===== config.mk =====
export PLATFORM = sky130hd
export DESIGN_NAME = dnn_engine_ctrl
export DESIGN_NICKNAME = d
export VERILOG_FILES = /design/src/rtl/dnn_engine_ctrl.sv
export SDC_FILE = /design/constraint.sdc
export NUM_CORES = 1
export LEC_CHECK = 0
export CELL_PAD_IN_SITES_DETAIL_PLACEMENT = 2
export CELL_PAD_IN_SITES_GLOBAL_PLACEMENT = 2
export CORE_ASPECT_RATIO = 0.75
export CORE_UTILIZATION = 29
export DETAILED_ROUTE_END_ITERATION = 10
export GPL_TIMING_DRIVEN = 1
export PLACE_DENSITY_LB_ADDON = 0.1
export SYNTH_ARGS = -nofsm -noshare
export SYNTH_HDL_FRONTEND = slang
export SYNTH_SLANG_ARGS = --single-unit

===== constraint.sdc =====
create_clock -name aclk -period 3.35 [get_ports aclk]
set_input_delay 0.67 -clock aclk [delete_from_list [all_inputs] [get_ports aclk]]
set_output_delay 0.67 -clock aclk [all_outputs]
set_load 0.05 [all_outputs]

===== src/rtl/dnn_engine_ctrl.sv =====
`timescale 1ns/1ps
// ---------------------------------------------------------------------------
// dnn_engine_ctrl
//
// Run controller between the DMA input streams (pixels, weights) and the DNN
// engine. A start pulse latches the run configuration and then admits exactly
// cfg_n_iters pixel packets and cfg_n_iters weight packets, one of each per
// iteration. Output packets leaving the engine are counted from a monitor tap.
// When the last input iteration has been admitted the controller drains until
// all output packets have been seen, then pulses done. A stall watchdog moves
// the controller into an error state when no stream moves for too long.
//
// Only valid/ready are gated here; tdata/tkeep/tlast go straight from the DMA
// to the engine in the parent.
//
// Ports
//   aclk, aresetn            clock, synchronous active-low reset
//   start                    1-cycle run request (honoured in IDLE/DONE/ERR)
//   cfg_n_iters              iterations in the run, latched on accepted start
//   cfg_timeout              stall limit in cycles (0 disables), latched
//   busy                     high while running or draining
//   done                     1-cycle pulse when the run has completed
//   err_timeout              sticky stall-timeout flag
//   iters_in                 completed input iterations this run
//   pkts_out                 output packets observed this run
//   s_pix_* / m_pix_*        pixel stream, DMA side / engine side
//   s_wgt_* / m_wgt_*        weight stream, DMA side / engine side
//   out_tvalid/tready/tlast  observe-only taps of the engine output stream
// ---------------------------------------------------------------------------
module dnn_engine_ctrl #(
  parameter int ITER_W = 16,
  parameter int TO_W   = 24
) (
  input  logic              aclk,
  input  logic              aresetn,
  input  logic              start,
  input  logic [ITER_W-1:0] cfg_n_iters,
  input  logic [TO_W-1:0]   cfg_timeout,
  output logic              busy,
  output logic              done,
  output logic              err_timeout,
  output logic [ITER_W-1:0] iters_in,
  output logic [ITER_W-1:0] pkts_out,
  input  logic              s_pix_tvalid,
  input  logic              s_pix_tlast,
  output logic              s_pix_tready,
  output logic              m_pix_tvalid,
  input  logic              m_pix_tready,
  input  logic              s_wgt_tvalid,
  input  logic              s_wgt_tlast,
  output logic              s_wgt_tready,
  output logic              m_wgt_tvalid,
  input  logic              m_wgt_tready,
  input  logic              out_tvalid,
  input  logic              out_tready,
  input  logic              out_tlast
);

  typedef enum logic [2:0] {
    ST_IDLE,
    ST_RUN,
    ST_DRAIN,
    ST_DONE,
    ST_ERR
  } state_e;

  state_e            state_q, state_d;
  logic [ITER_W-1:0] n_q, n_d;
  logic [TO_W-1:0]   to_q, to_d;
  logic [ITER_W-1:0] iters_q, iters_d;
  logic [ITER_W-1:0] pkts_q, pkts_d;
  logic [TO_W-1:0]   timer_q, timer_d;
  logic              pix_open_q, pix_open_d;
  logic              wgt_open_q, wgt_open_d;

  logic              pix_hs, pix_end;
  logic              wgt_hs, wgt_end;
  logic              out_hs, out_end;
  logic              any_hs;
  logic              active;
  logic              start_ok;
  logic              timeout_hit;
  logic              pix_done, wgt_done, iter_done;
  logic [ITER_W-1:0] iters_next;

  // Zero-latency gating: a closed window hides valid from the engine and
  // ready from the DMA, so no beat can move while it is closed.
  assign m_pix_tvalid = s_pix_tvalid & pix_open_q;
  assign s_pix_tready = m_pix_tready & pix_open_q;
  assign m_wgt_tvalid = s_wgt_tvalid & wgt_open_q;
  assign s_wgt_tready = m_wgt_tready & wgt_open_q;

  assign pix_hs  = s_pix_tvalid & s_pix_tready;
  assign pix_end = pix_hs & s_pix_tlast;
  assign wgt_hs  = s_wgt_tvalid & s_wgt_tready;
  assign wgt_end = wgt_hs & s_wgt_tlast;
  assign out_hs  = out_tvalid & out_tready;
  assign out_end = out_hs & out_tlast;
  assign any_hs  = pix_hs | wgt_hs | out_hs;

  assign active   = (state_q == ST_RUN) || (state_q == ST_DRAIN);
  assign start_ok = start && ((state_q == ST_IDLE) || (state_q == ST_DONE) ||
                              (state_q == ST_ERR));

  // The watchdog fires on the last stalled cycle of the allowed budget, so
  // the error state appears exactly cfg_timeout cycles after the last beat.
  assign timeout_hit = active && (to_q != '0) && !any_hs &&
                       (timer_q == (to_q - TO_W'(1)));

  // A stream has delivered its packet for the current iteration either by
  // ending it now or by having ended it earlier (its window is then closed).
  assign pix_done   = pix_end | ~pix_open_q;
  assign wgt_done   = wgt_end | ~wgt_open_q;
  assign iter_done  = (pix_end | wgt_end) & pix_done & wgt_done;
  assign iters_next = iters_q + ITER_W'(1);

  assign busy        = active;
  assign done        = (state_q == ST_DONE);
  assign err_timeout = (state_q == ST_ERR);
  assign iters_in    = iters_q;
  assign pkts_out    = pkts_q;

  // Next-state logic. Counters and the watchdog are updated first, then the
  // state machine, and an accepted start overrides everything at the end.
  always_comb begin
    state_d    = state_q;
    n_d        = n_q;
    to_d       = to_q;
    iters_d    = iters_q;
    pkts_d     = pkts_q;
    timer_d    = timer_q;
    pix_open_d = pix_open_q;
    wgt_open_d = wgt_open_q;

    if (active && out_end) begin
      pkts_d = pkts_q + ITER_W'(1);
    end

    if (any_hs) begin
      timer_d = '0;
    end else if (active && (timer_q != '1)) begin
      timer_d = timer_q + TO_W'(1);
    end

    case (state_q)
      ST_IDLE: begin
      end

      ST_RUN: begin
        if (iter_done) begin
          iters_d = iters_next;
          if (iters_next < n_q) begin
            // Reopen both windows in the same edge so the next iteration
            // starts without a bubble.
            pix_open_d = 1'b1;
            wgt_open_d = 1'b1;
          end else begin
            pix_open_d = 1'b0;
            wgt_open_d = 1'b0;
            state_d    = ST_DRAIN;
          end
        end else begin
          if (pix_end) pix_open_d = 1'b0;
          if (wgt_end) wgt_open_d = 1'b0;
          if (timeout_hit) begin
            pix_open_d = 1'b0;
            wgt_open_d = 1'b0;
            state_d    = ST_ERR;
          end
        end
      end

      ST_DRAIN: begin
        // Using the updated count lets done follow the final output packet
        // by a single cycle.
        if (pkts_d == n_q) begin
          state_d = ST_DONE;
        end else if (timeout_hit) begin
          state_d = ST_ERR;
        end
      end

      ST_DONE: begin
        state_d = ST_IDLE;
      end

      ST_ERR: begin
      end

      default: begin
        state_d    = ST_IDLE;
        pix_open_d = 1'b0;
        wgt_open_d = 1'b0;
      end
    endcase

    if (start_ok) begin
      n_d     = cfg_n_iters;
      to_d    = cfg_timeout;
      iters_d = '0;
      pkts_d  = '0;
      timer_d = '0;
      if (cfg_n_iters == '0) begin
        state_d    = ST_DONE;
        pix_open_d = 1'b0;
        wgt_open_d = 1'b0;
      end else begin
        state_d    = ST_RUN;
        pix_open_d = 1'b1;
        wgt_open_d = 1'b1;
      end
    end
  end

  // State and counter registers with synchronous active-low reset; the
  // windows close at the reset edge even in the middle of a packet.
  always_ff @(posedge aclk) begin
    if (!aresetn) begin
      state_q    <= ST_IDLE;
      n_q        <= '0;
      to_q       <= '0;
      iters_q    <= '0;
      pkts_q     <= '0;
      timer_q    <= '0;
      pix_open_q <= 1'b0;
      wgt_open_q <= 1'b0;
    end else begin
      state_q    <= state_d;
      n_q        <= n_d;
      to_q       <= to_d;
      iters_q    <= iters_d;
      pkts_q     <= pkts_d;
      timer_q    <= timer_d;
      pix_open_q <= pix_open_d;
      wgt_open_q <= wgt_open_d;
    end
  end

endmodule


==> impl_summary.txt <==
----------------------------------------------------
[Status]
  Run status ... complete, no violations

[GRT]
  Via count of the first global-routing pass ... 6186
  Global-route wire length before repair ... about 35 mm
  Number of antenna violations at the first check in global routing ... 0
  Remaining global-route overflow ... 0
  Total routing resource utilization after global routing ... 0.211
  Pin count of the biggest net entering global routing ... 37

[Worst setup path]
  Reg2reg setup slack ... 60 ps
  Category of the most critical setup path ... register to register
  Critical Path Start Type ... register
  Endpoint type of the worst setup path ... register
  Arrival time worst endpoint ... 3580 ps
  Endpoint of the worst register-to-register path ... state_q[0]
  Reg2reg start ... iters_in[1]
  Highest net fanout along the worst path ... 5
  Worst EP required ... between 3000 and 4000 ps
  Largest stage delay, worst path ... around 360 ps
  Worst path slowest cell ... sky130_fd_sc_hd__dfxtp_4
  Register-to-Register Path Depth ... 15
  CP Cell Sequence ... nand3_2 -> or2_4 -> nor2_4 -> and3_4 -> and3_4 -> nand3_4 -> xnor2_2 -> ha_1 -> a21o_1 -> a21o_1 -> a2111oi_4 -> o221ai_2 -> o311a_1 -> nand3b_1 -> a21oi_2

[Clocking]
  Clock tree from TritonCTS ... yes
  Number of hold-repair buffers added at the cts stage ... 0
  Clock tree sinks ... 101
  H-tree depth ... 3
  Clock slew at the register clock pins of the worst setup and hold paths ... ~70 ps
  Worst skew pair latency ... roughly 360 ps
  Buffer type at the clock tree root ... sky130_fd_sc_hd__clkbuf_16
  Number of buffers created by CTS ... 9
  Buffers from clock root to sink, at most ... 2

[Place]
  Count of buffers from port buffering ... 90
  Placed instance count ... 1135
  GP Congestion ... approximately 0.87
  Area after detailed placement ... approximately 0.0075 sq mm
  Post-DP HPWL ... around 17 mm

[Floorplanning]
  Horizontal die dimension ... 170 um
  Die area ... 0.0216 sq mm
  Top Ports ... 91
  Floorplan Core Area ... a little over 0.02 sq mm
  Total number of placement rows ... 45
  Die height ... 128 um
  Initial core utilization ... 0.299

[Yosys]
  Sequential fraction of the synthesis area ... 0.331
  Mean area per synthesized cell ... 7.92 sq um
  Count of warnings emitted by yosys ... 0
  Synthesized instance count ... 771
  Prevailing post-synth register cell ... sky130_fd_sc_hd__dfxtp_1
  Netlist area before placement ... 0.00611 sq mm
  Net count after synthesis ... 843
  Number of flops mapped to enable cells by yosys ... 0
  Count of state elements after synthesis ... 101
  Post-synth cell types ... 70
  Proportion of register bits with asynchronous set or reset after synthesis ... 0

[Finish]
  Layout cells sized above 1 ... 0.104
  Final non-filler cell total ... 1158
  Number of nets at the end of the flow ... 943
  Sequential cell area ... 0.00204 sq mm
  Multi-input gate area in the final layout ... roughly 0.0039 sq mm
  Area of all placed cells without fillers ... 0.00790 sq mm
  Filler cell count in the final layout ... about 2300
  Area growth from synthesis to layout ... 29.4%
  Post-route core utilization ... 0.387
  Number of diodes added for antenna fixing ... 0

[STA]
  Highest clock rate ... 304 MHz
  Worst-Margin Slew ... between 1000 and 1500 ps
  Maximum clock skew at final layout ... 5.92 ps
  RSZ-0062 raised after global routing ... true
  Hold Violations, Final ... 0
  Final sum of negative setup slack ... 0 ps
  Max-slew violation count ... 0
  Final number of setup-violating endpoints ... 0
  Headroom to the max-slew limit ... 0.146
  Final period util ... 0.981
  Final critical path time including I/O delays and setup ... 3290 ps

[Worst hold path]
  Capture endpoint of the worst hold path ... n_q[8]
  Worst hold path class ... register to register
  Number of instances on the worst hold path ... 2
  Hold wc startpoint ... n_q[8]

[Pwr]
  Final Total Pwr ... 0.00344 W
  Lkg Pwr ... 2.85 nW
  Power per cell area ... 436 mW/mm^2
  Highest ir drop seen on vdd ... 265 uV

[Drt]
  Top routing layer used ... met4
  Drt via density ... 5.11
  Iteration-0 DRC Markers ... roughly 300
  Routed met3 length ... slightly below 800 um
  Sum of routed wire length over all layers ... 22.3 mm
  Number of search-and-repair iterations in the first detailed-routing pass ... 4
  ANT nets after route ... 0
  Number of design rule violations left after detail routing ... 0
  Post-detailed-route wirelength per cell ... 19.2 um
  Number of vias after detailed routing ... 5912
  Met1 routed wirelength after detailed routing ... 11.7 mm
  Met2 wire length ... around 9.6 mm

[Flow run]
  Count of maximum capacitance violations ... 0

----------------------------------------------------
[report_power, final]
part	internal [W]	leakage, nW	switching [W]
registers	0.00126	0.824	0.000102
clock network	0.000665	0.161	0.000490
logic	0.000377	1.86	0.000552
[how the worst max path moves through the flow]
stage,startpoint,end,slack (ps)
6_report,iters_in[1],state_q[0],60
5_1_grt,iters_in[1],state_q[0],-60
4_1_cts,iters_in[0],state_q[0],3
3_5_place_dp,iters_in[0],state_q[0],-120
3_3_place_gp,out_tvalid,state_q[2],20
2_1_floorplan,iters_in[6],state_q[0],30
[registers in the layout, summed over array words and instances, names as in the netlist]
register,count
n_q,16
pix_open_q,1
state_q,3
iters_in,16
to_q,24
timer_q,24
wgt_open_q,1
pkts_out,16
[synthesized netlist by cell type, drive strengths merged, types with 4 or more instances]
| cell type | n | area share |
|---|---|---|
| a211oi | 4 | 0.0070 |
| a21o | 4 | 0.0049 |
| a21oi | 59 | 0.048 |
| a31oi | 9 | 0.0092 |
| and2 | 8 | 0.0082 |
| and3 | 10 | 0.010 |
| and4 | 7 | 0.010 |
| buf | 5 | 0.0055 |
| clkbuf | 30 | 0.020 |
| dfxtp | 101 | 0.33 |
| ha | 20 | 0.041 |
| inv | 24 | 0.015 |
| mux2i | 11 | 0.018 |
| nand2 | 130 | 0.080 |
| nand3 | 26 | 0.021 |
| nand4 | 20 | 0.023 |
| nor2 | 75 | 0.046 |
| nor2b | 4 | 0.0041 |
| nor3 | 14 | 0.012 |
| nor4 | 15 | 0.019 |
| o21a | 6 | 0.0074 |
| o21ai | 18 | 0.015 |
| or3 | 14 | 0.015 |
| or4 | 8 | 0.011 |
| xnor2 | 49 | 0.070 |
| xor2 | 54 | 0.077 |
[final cells by class]
type / count / area share
Timing Repair Buffer: 124 / 0.146
Tap cell: 282 / 0.0447
Clock inverter: 3 / 0.00507
Inverter: 25 / 0.0119
Sequential cell: 101 / 0.258
Multi-Input combinational cell: 610 / 0.498
Clock buffer: 13 / 0.0356
[logic make-up after synthesis]
| family | synth area share |
|---|---|
| DFF | 0.331 |
| buffers and inverters | 0.0410 |
| muxes | 0.0180 |
| adders and majority gates | 0.0410 |
| and+or+nand+nor | 0.284 |
| AOI/OAI and AO/OA | 0.130 |
| xor gates and xnor gates | 0.155 |
[repair_timing]
item	CTS	global route
pin swaps	2	8
resized for setup	3	11
buffers inserted	0	7
gates cloned	0	0
endpoints found under the setup margin	5	5
[routing by layer]
layer,vias up,GRT usage
met2,109,0.325
met3,13,0.0309
met4,0,0.0403
li1,2860,-
met5,-,0
met1,2930,0.313
[worst max-delay path, delay by kind of cell (launching register included)]
kind | cells | cell delay, ps
flops | 1 | 360
simple gates | 7 | 1170
compound gates | 6 | 1170
xor+xnor | 1 | 170
fa+ha+maj | 1 | 320
[placed cells by master, fill, tap and decap left out, types with 4 or more instances in the layout]
master                              n
sky130_fd_sc_hd__a21o_1             4
sky130_fd_sc_hd__a21oi_1           58
sky130_fd_sc_hd__a31oi_1            9
sky130_fd_sc_hd__and2_1             8
sky130_fd_sc_hd__and3_1             7
sky130_fd_sc_hd__and4_1             7
sky130_fd_sc_hd__buf_4             34
sky130_fd_sc_hd__clkbuf_16         10
sky130_fd_sc_hd__clkdlybuf4s50_1   90
sky130_fd_sc_hd__dfxtp_1           96
sky130_fd_sc_hd__dfxtp_4            4
sky130_fd_sc_hd__ha_1              19
sky130_fd_sc_hd__inv_1             24
sky130_fd_sc_hd__mux2i_1           11
sky130_fd_sc_hd__nand2_1          130
sky130_fd_sc_hd__nand3_1           22
sky130_fd_sc_hd__nand4_1           19
sky130_fd_sc_hd__nor2_1            72
sky130_fd_sc_hd__nor2b_1            4
sky130_fd_sc_hd__nor3_1            13
sky130_fd_sc_hd__nor4_1            13
sky130_fd_sc_hd__o21a_1             6
sky130_fd_sc_hd__o21ai_0           15
sky130_fd_sc_hd__or3_1             13
sky130_fd_sc_hd__or4_1              5
sky130_fd_sc_hd__xnor2_1           48
sky130_fd_sc_hd__xor2_1            54
[metrics by stage]
step / hold slack (ps) / setup WS (ps)
final: 466 / 64.5
after global routing: 499 / -56.5
after CTS: 467 / 2.72
after detailed placement: 457 / -121
after global placement: 455 / 15.5
after floorplan: 436 / 30.0
No activity file was read; power rests on OpenSTA's default activity.
